<file path="src/rtl/lsu.sv">
// RV32I load/store unit: one data-memory transaction at a time over a req/gnt/rvalid bus.
// Define LSU_MISALIGN_TRAP_EN to turn misaligned half/word accesses into errors instead of forcing alignment.
module lsu #(
  parameter int CPU_WIDTH      = 32,
  parameter int TIMEOUT_CYCLES = 255
) (
  input  logic                 clk,
  input  logic                 rst,
  input  logic                 req_valid,
  output logic                 req_ready,
  input  logic                 req_we,
  input  logic [2:0]           req_op,
  input  logic [CPU_WIDTH-1:0] req_addr,
  input  logic [CPU_WIDTH-1:0] req_wdata,
  input  logic [4:0]           req_rd,
  output logic                 mem_req,
  output logic                 mem_we,
  output logic [CPU_WIDTH-1:0] mem_addr,
  output logic [3:0]           mem_wstrb,
  output logic [CPU_WIDTH-1:0] mem_wdata,
  input  logic                 mem_gnt,
  input  logic                 mem_rvalid,
  input  logic [CPU_WIDTH-1:0] mem_rdata,
  output logic                 rsp_valid,
  output logic [4:0]           rsp_rd,
  output logic [CPU_WIDTH-1:0] rsp_data,
  output logic                 rsp_err
);
  // state | meaning
  // IDLE  | ready for a new request
  // REQ   | mem_req held with stable bus outputs until mem_gnt
  // WAIT  | granted, waiting for mem_rvalid or timeout
  // ERR   | illegal request, error response next cycle
  typedef enum logic [1:0] {IDLE, REQ, WAIT, ERR} state_t;

  localparam logic [7:0] TO_LIMIT = 8'(TIMEOUT_CYCLES);

  state_t               state;
  logic [2:0]           op_q;
  logic [1:0]           off_q;
  logic [4:0]           rd_q;
  logic                 we_q;
  logic [7:0]           to_cnt;

  logic                 illegal;
  logic [1:0]           off;
  logic [3:0]           strb;
  logic [CPU_WIDTH-1:0] wdata_rep;
  logic [CPU_WIDTH-1:0] shifted;
  logic [CPU_WIDTH-1:0] load_data;

  assign req_ready = (state == IDLE);

  // Decode of the offered request; off already has any forced alignment applied.
  always_comb begin
    off       = req_addr[1:0];
    illegal   = req_we ? (req_op >= 3'b011)
                       : (req_op == 3'b011 || req_op[2:1] == 2'b11);
    strb      = 4'b1111;
    wdata_rep = req_wdata;
    case (req_op[1:0])
      2'b00: begin
        strb      = 4'b0001 << off;
        wdata_rep = {4{req_wdata[7:0]}};
      end
      2'b01: begin
`ifdef LSU_MISALIGN_TRAP_EN
        if (req_addr[0]) illegal = 1'b1;
`endif
        off[0]    = 1'b0;
        strb      = 4'b0011 << {off[1], 1'b0};
        wdata_rep = {2{req_wdata[15:0]}};
      end
      default: begin
`ifdef LSU_MISALIGN_TRAP_EN
        if (req_addr[1:0] != 2'b00) illegal = 1'b1;
`endif
        off = 2'b00;
      end
    endcase
  end

  always_comb begin
    shifted = mem_rdata >> {off_q, 3'b000};
    case (op_q)
      3'b000:  load_data = {{24{shifted[7]}}, shifted[7:0]};
      3'b001:  load_data = {{16{shifted[15]}}, shifted[15:0]};
      3'b100:  load_data = {24'd0, shifted[7:0]};
      3'b101:  load_data = {16'd0, shifted[15:0]};
      default: load_data = shifted;
    endcase
  end

  always_ff @(posedge clk) begin
    if (rst) begin
      state     <= IDLE;
      op_q      <= '0;
      off_q     <= '0;
      rd_q      <= '0;
      we_q      <= 1'b0;
      to_cnt    <= '0;
      mem_req   <= 1'b0;
      mem_we    <= 1'b0;
      mem_addr  <= '0;
      mem_wstrb <= '0;
      mem_wdata <= '0;
      rsp_valid <= 1'b0;
      rsp_rd    <= '0;
      rsp_data  <= '0;
      rsp_err   <= 1'b0;
    end else begin
      rsp_valid <= 1'b0;
      case (state)
        IDLE: begin
          if (req_valid) begin
            op_q  <= req_op;
            off_q <= off;
            rd_q  <= req_rd;
            we_q  <= req_we;
            if (illegal) begin
              state <= ERR;
            end else begin
              state     <= REQ;
              mem_req   <= 1'b1;
              mem_we    <= req_we;
              mem_addr  <= {req_addr[CPU_WIDTH-1:2], 2'b00};
              mem_wstrb <= req_we ? strb : 4'b0000;
              mem_wdata <= req_we ? wdata_rep : '0;
            end
          end
        end
        REQ: begin
          if (mem_gnt) begin
            mem_req <= 1'b0;
            to_cnt  <= '0;
            state   <= WAIT;
          end
        end
        WAIT: begin
          if (mem_rvalid) begin
            state     <= IDLE;
            rsp_valid <= 1'b1;
            rsp_rd    <= rd_q;
            rsp_err   <= 1'b0;
            rsp_data  <= we_q ? '0 : load_data;
          end else if (to_cnt == TO_LIMIT) begin
            state     <= IDLE;
            rsp_valid <= 1'b1;
            rsp_rd    <= rd_q;
            rsp_err   <= 1'b1;
            rsp_data  <= '0;
          end else if (to_cnt != 8'hFF) begin
            to_cnt <= to_cnt + 8'd1;
          end
        end
        default: begin
          state     <= IDLE;
          rsp_valid <= 1'b1;
          rsp_rd    <= rd_q;
          rsp_err   <= 1'b1;
          rsp_data  <= '0;
        end
      endcase
    end
  end

endmodule

</file>
<file path="config.mk">
export PLATFORM = sky130hd
export DESIGN_NAME = lsu
export DESIGN_NICKNAME = d
export VERILOG_FILES = /design/src/rtl/lsu.sv
export SDC_FILE = /design/constraint.sdc
export NUM_CORES = 1
export LEC_CHECK = 0
export BUFFER_PORTS_ARGS = -buffer_cell sky130_fd_sc_hd__buf_2
export CAP_MARGIN = 25
export CORE_ASPECT_RATIO = 0.9
export CORE_MARGIN = 4
export CORE_UTILIZATION = 45
export CTS_BUF_LIST = sky130_fd_sc_hd__clkbuf_8
export DETAILED_ROUTE_END_ITERATION = 16
export GPL_ROUTABILITY_DRIVEN = 0
export GPL_TIMING_DRIVEN = 0
export HOLD_SLACK_MARGIN = 0.12
export PLACE_DENSITY = 0.83
export SLEW_MARGIN = 20
export SYNTH_ARGS = -nofsm -noshare
export SYNTH_HDL_FRONTEND = slang
export SYNTH_SLANG_ARGS = --single-unit
</file>
<file path="constraint.sdc">
create_clock -name clk -period 2.7 [get_ports clk]
set_clock_uncertainty 0.15 [all_clocks]
set_input_delay 0.27 -clock clk [delete_from_list [all_inputs] [get_ports clk]]
set_output_delay 0.27 -clock clk [all_outputs]
set_load 0.02 [all_outputs]
</file>
==> metrics.yaml <==
status: "completed"
path_clk_slew_ns: 0.08
maxCapViolations: 0
ys.flop_type: "dfxtp_1"
yosysTopAreaCellShare_pct: 46.35
wl_met2_mm: 9.785
syn2layout_area_growth_pct: 46.50
firstDrtPassIters: 6
highest_layer: "met4"
drc: 0
path_max_fanout: 10
die_x_um: 124.8
rsz0062_at_grt: "no"
leakage_nw: 3.514
cp.required_ns: 2.94
multiInputGateArea_um2: 2724
synth_cell_types: 52
synth_edf_count: 0
grt_overflow: 0
hold_viol_final: 0
worst_pin_slew_ns: 1.017
synth_top_family_by_area: "compound AO/OA/AOI/OAI gates"
netlist_area_um2: 5529
wl_per_cell_um: 18.87
drtAntennaViolNets: 0
max_freq_mhz: 384.8
register_area_um2: 2562
critPathLaunchType: "flop"
grt_pass1_wl_mm: 34.13
n_antenna_cell: 0
vias: 6545
numCtsBuffers: 17
slowest_stage: "nor2b_1"
max_stage_delay_ns: 0.60
min_period_ns: 2.599
via_per_inst: 5.802
preCtsSetupSlack_ns: 0.1840
tns_ns: 0
p_per_area_nw_per_um2: 539.7
clkSinkCount: 128
setup_viol: 0
criticalPathCategory: "flop to flop"
ys_ff_latch: 128
yosysSeqAreaShare_pct: 46.35
crit_chain: "clkbuf_1 -> nor2b_1 -> a21oi_1 -> o21ai_0 -> dlygate4sd3_1 -> a22o_1"
drt_iter0_drc: 710
dieArea_um2: 14130
rows: 38
routed_wl_mm: 21.29
rrSetupSlack_ns: 0.10
synthMostInstantiatedCell: "dfxtp_1"
dp_cells: 1004
netlist_instances: 627
io_pins: 220
clock-root-buffer: "clkbuf_8"
yosys.area_share.simple_pct: 15.57
grt_pass1_vias: 6729
wl_met3_mm: 2.294
synth_xor_xnor_area_share_pct: 0.1584
initial_utilization_pct: 45.96
drive_gt1_share_pct: 29.96
end_kind: "flop"
fillers: 855
fin_ws_ns: 0.1011
timing.hold.ws_ns: 0.1348
synth_compound_area_share_pct: 22.90
synthTopCellsByArea: "dfxtp_1 46%, nand2_1 7.1%, a21oi_1 6.5%"
dp_hpwl_mm: 13.04
drv_slew: 0
yosysWarningCount: 0
antenna_found_initial: 0
synth_area_leader_cell: "dfxtp_1"
period_share_pct: 96.25
wirelength_met1_mm: 8.265
grt_max_degree: 17
globalRouteTotalUtil_pct: 29.70
ys_async_sr_fraction_pct: 0
h-tree-depth: 4
fin_nets: 1066
worstHoldPathType: "input pin to flop"
cts_tree: "yes"
synthMuxAreaShare_pct: 10.21
fin_cells: 1128
slew_headroom_pct: 31.98
max-vdd-ir-drop_uv: 401.5
cts_max_path_buffers: 2
cp.arrival_ns: 2.83
p_total_mw: 4.372
synth.top_cells.by_count: "128 x dfxtp_1, 105 x nand2_1, 72 x a21oi_1"
port_buffers: 216
postSynthAreaPerCell_um2: 8.818
clk_latency_ns: 0.43
die_height_um: 113.2
synthAdderAreaFrac_pct: 0.2263
core_um2: 12030
area by class of cell:
| cell class | count | share of cell area (%) |
|---|---|---|
| buffer | 51 | 2.919 |
| timing repair buffer | 308 | 24.71 |
| clock buffer | 19 | 3.228 |
| multi-input combinational | 445 | 33.63 |
| clock inverter | 13 | 1.220 |
| inverter | 4 | 0.1854 |
| tap | 160 | 2.471 |
| sequential | 128 | 31.63 |
logic make-up (layout without fill, tap and decap cells):
| kind of cell | Yosys count | count (layout) |
|---|---|---|
| AND/OR/NAND/NOR | 197 | 197 |
| AO/OA/AOI/OAI | 193 | 193 |
| flip-flops | 128 | 128 |
| buffers and inverters | 55 | 395 |
| multiplexers | 51 | 51 |
| adder cells (fa/ha/maj) | 1 | 1 |
| other | 1 | 2 |
| XOR/XNOR | 1 | 1 |
cells in the final DEF, fill, tap and decap left out, types with 3 or more instances in the layout:
master and count:
a22o_1 15, a221o_1 8, o21ai_0 30, a32oi_1 4, nand2b_1 5, clkinv_2 3
clkinvlp_4 4, dlygate4sd3_1 92, dfxtp_1 128, buf_1 6, nand3_1 15, mux2i_1 26
buf_2 221, and3_1 3, clkbuf_8 19, o22ai_1 9, nor3_1 4, o211ai_1 7
nand2_1 105, buf_6 4, inv_1 8, nor2_1 44, a22oi_1 32, or2_2 3
clkbuf_1 33, a21oi_1 72, mux2_2 23
final timing paths:
| kind | cells past startpoint | endpoint | from |
|---|---|---|---|
| max | 6 | rsp_data[14]$_SDFFE_PP0P_ | off_q[0]$_SDFFE_PP0P_ |
| min | 4 | rsp_data[8]$_SDFFE_PP0P_ | mem_rdata[8] |
| max reg2reg | 6 | rsp_data[14]$_SDFFE_PP0P_ | off_q[0]$_SDFFE_PP0P_ |
| min reg2reg | 2 | mem_addr[19]$_SDFFE_PP0P_ | mem_addr[19]$_SDFFE_PP0P_ |
report_power, final:
| group | internal [mW] | switching, mW | total [mW] |
|---|---|---|---|
| combinational | 0.346 | 0.473 | 0.820 |
| clock | 0.760 | 0.788 | 1.55 |
| sequential | 1.96 | 0.0442 | 2.00 |
critical path: cells and delay by family, from the launching register on:
| family | cells | cell delay, ns |
|---|---|---|
| AO/OA/AOI/OAI | 3 | 0.40 |
| buffers and inverters | 2 | 1.05 |
| flip-flops | 1 | 0.34 |
| AND/OR/NAND/NOR | 1 | 0.60 |
metal layers:
metal | up-vias | GRT usage [%]
met2 | 486 | 48.70
met5 | - | 0
met3 | 87 | 10.85
li1 | 2917 | -
met1 | 3055 | 34.56
met4 | 0 | 14.74
flip-flops by register name, indices dropped and copies added (netlist names), 2 cells and up:
register and count:
state 2, rsp_data 32, op_q 3, rsp_rd 5, mem_addr 30, mem_wdata 32
to_cnt 8, rd_q 5, mem_wstrb 4, off_q 2
what timing repair did:
item                       in CTS  in global routing
resized for setup               0                  3
hold buffers                   92                  0
setup endpoints to repair       0                 31
hold endpoints to repair       95                  0
setup buffers                   0                  0
per-stage QoR:
stage / utilization, % / area (µm²)
after global placement: 56.65 / 6814
after global routing: 67.34 / 8100
final: 67.34 / 8100
after CTS: 67.30 / 8095
after detailed placement: 56.65 / 6814
after floorplan: - / 5533
Note: power is estimated with default switching activity, not from simulation.
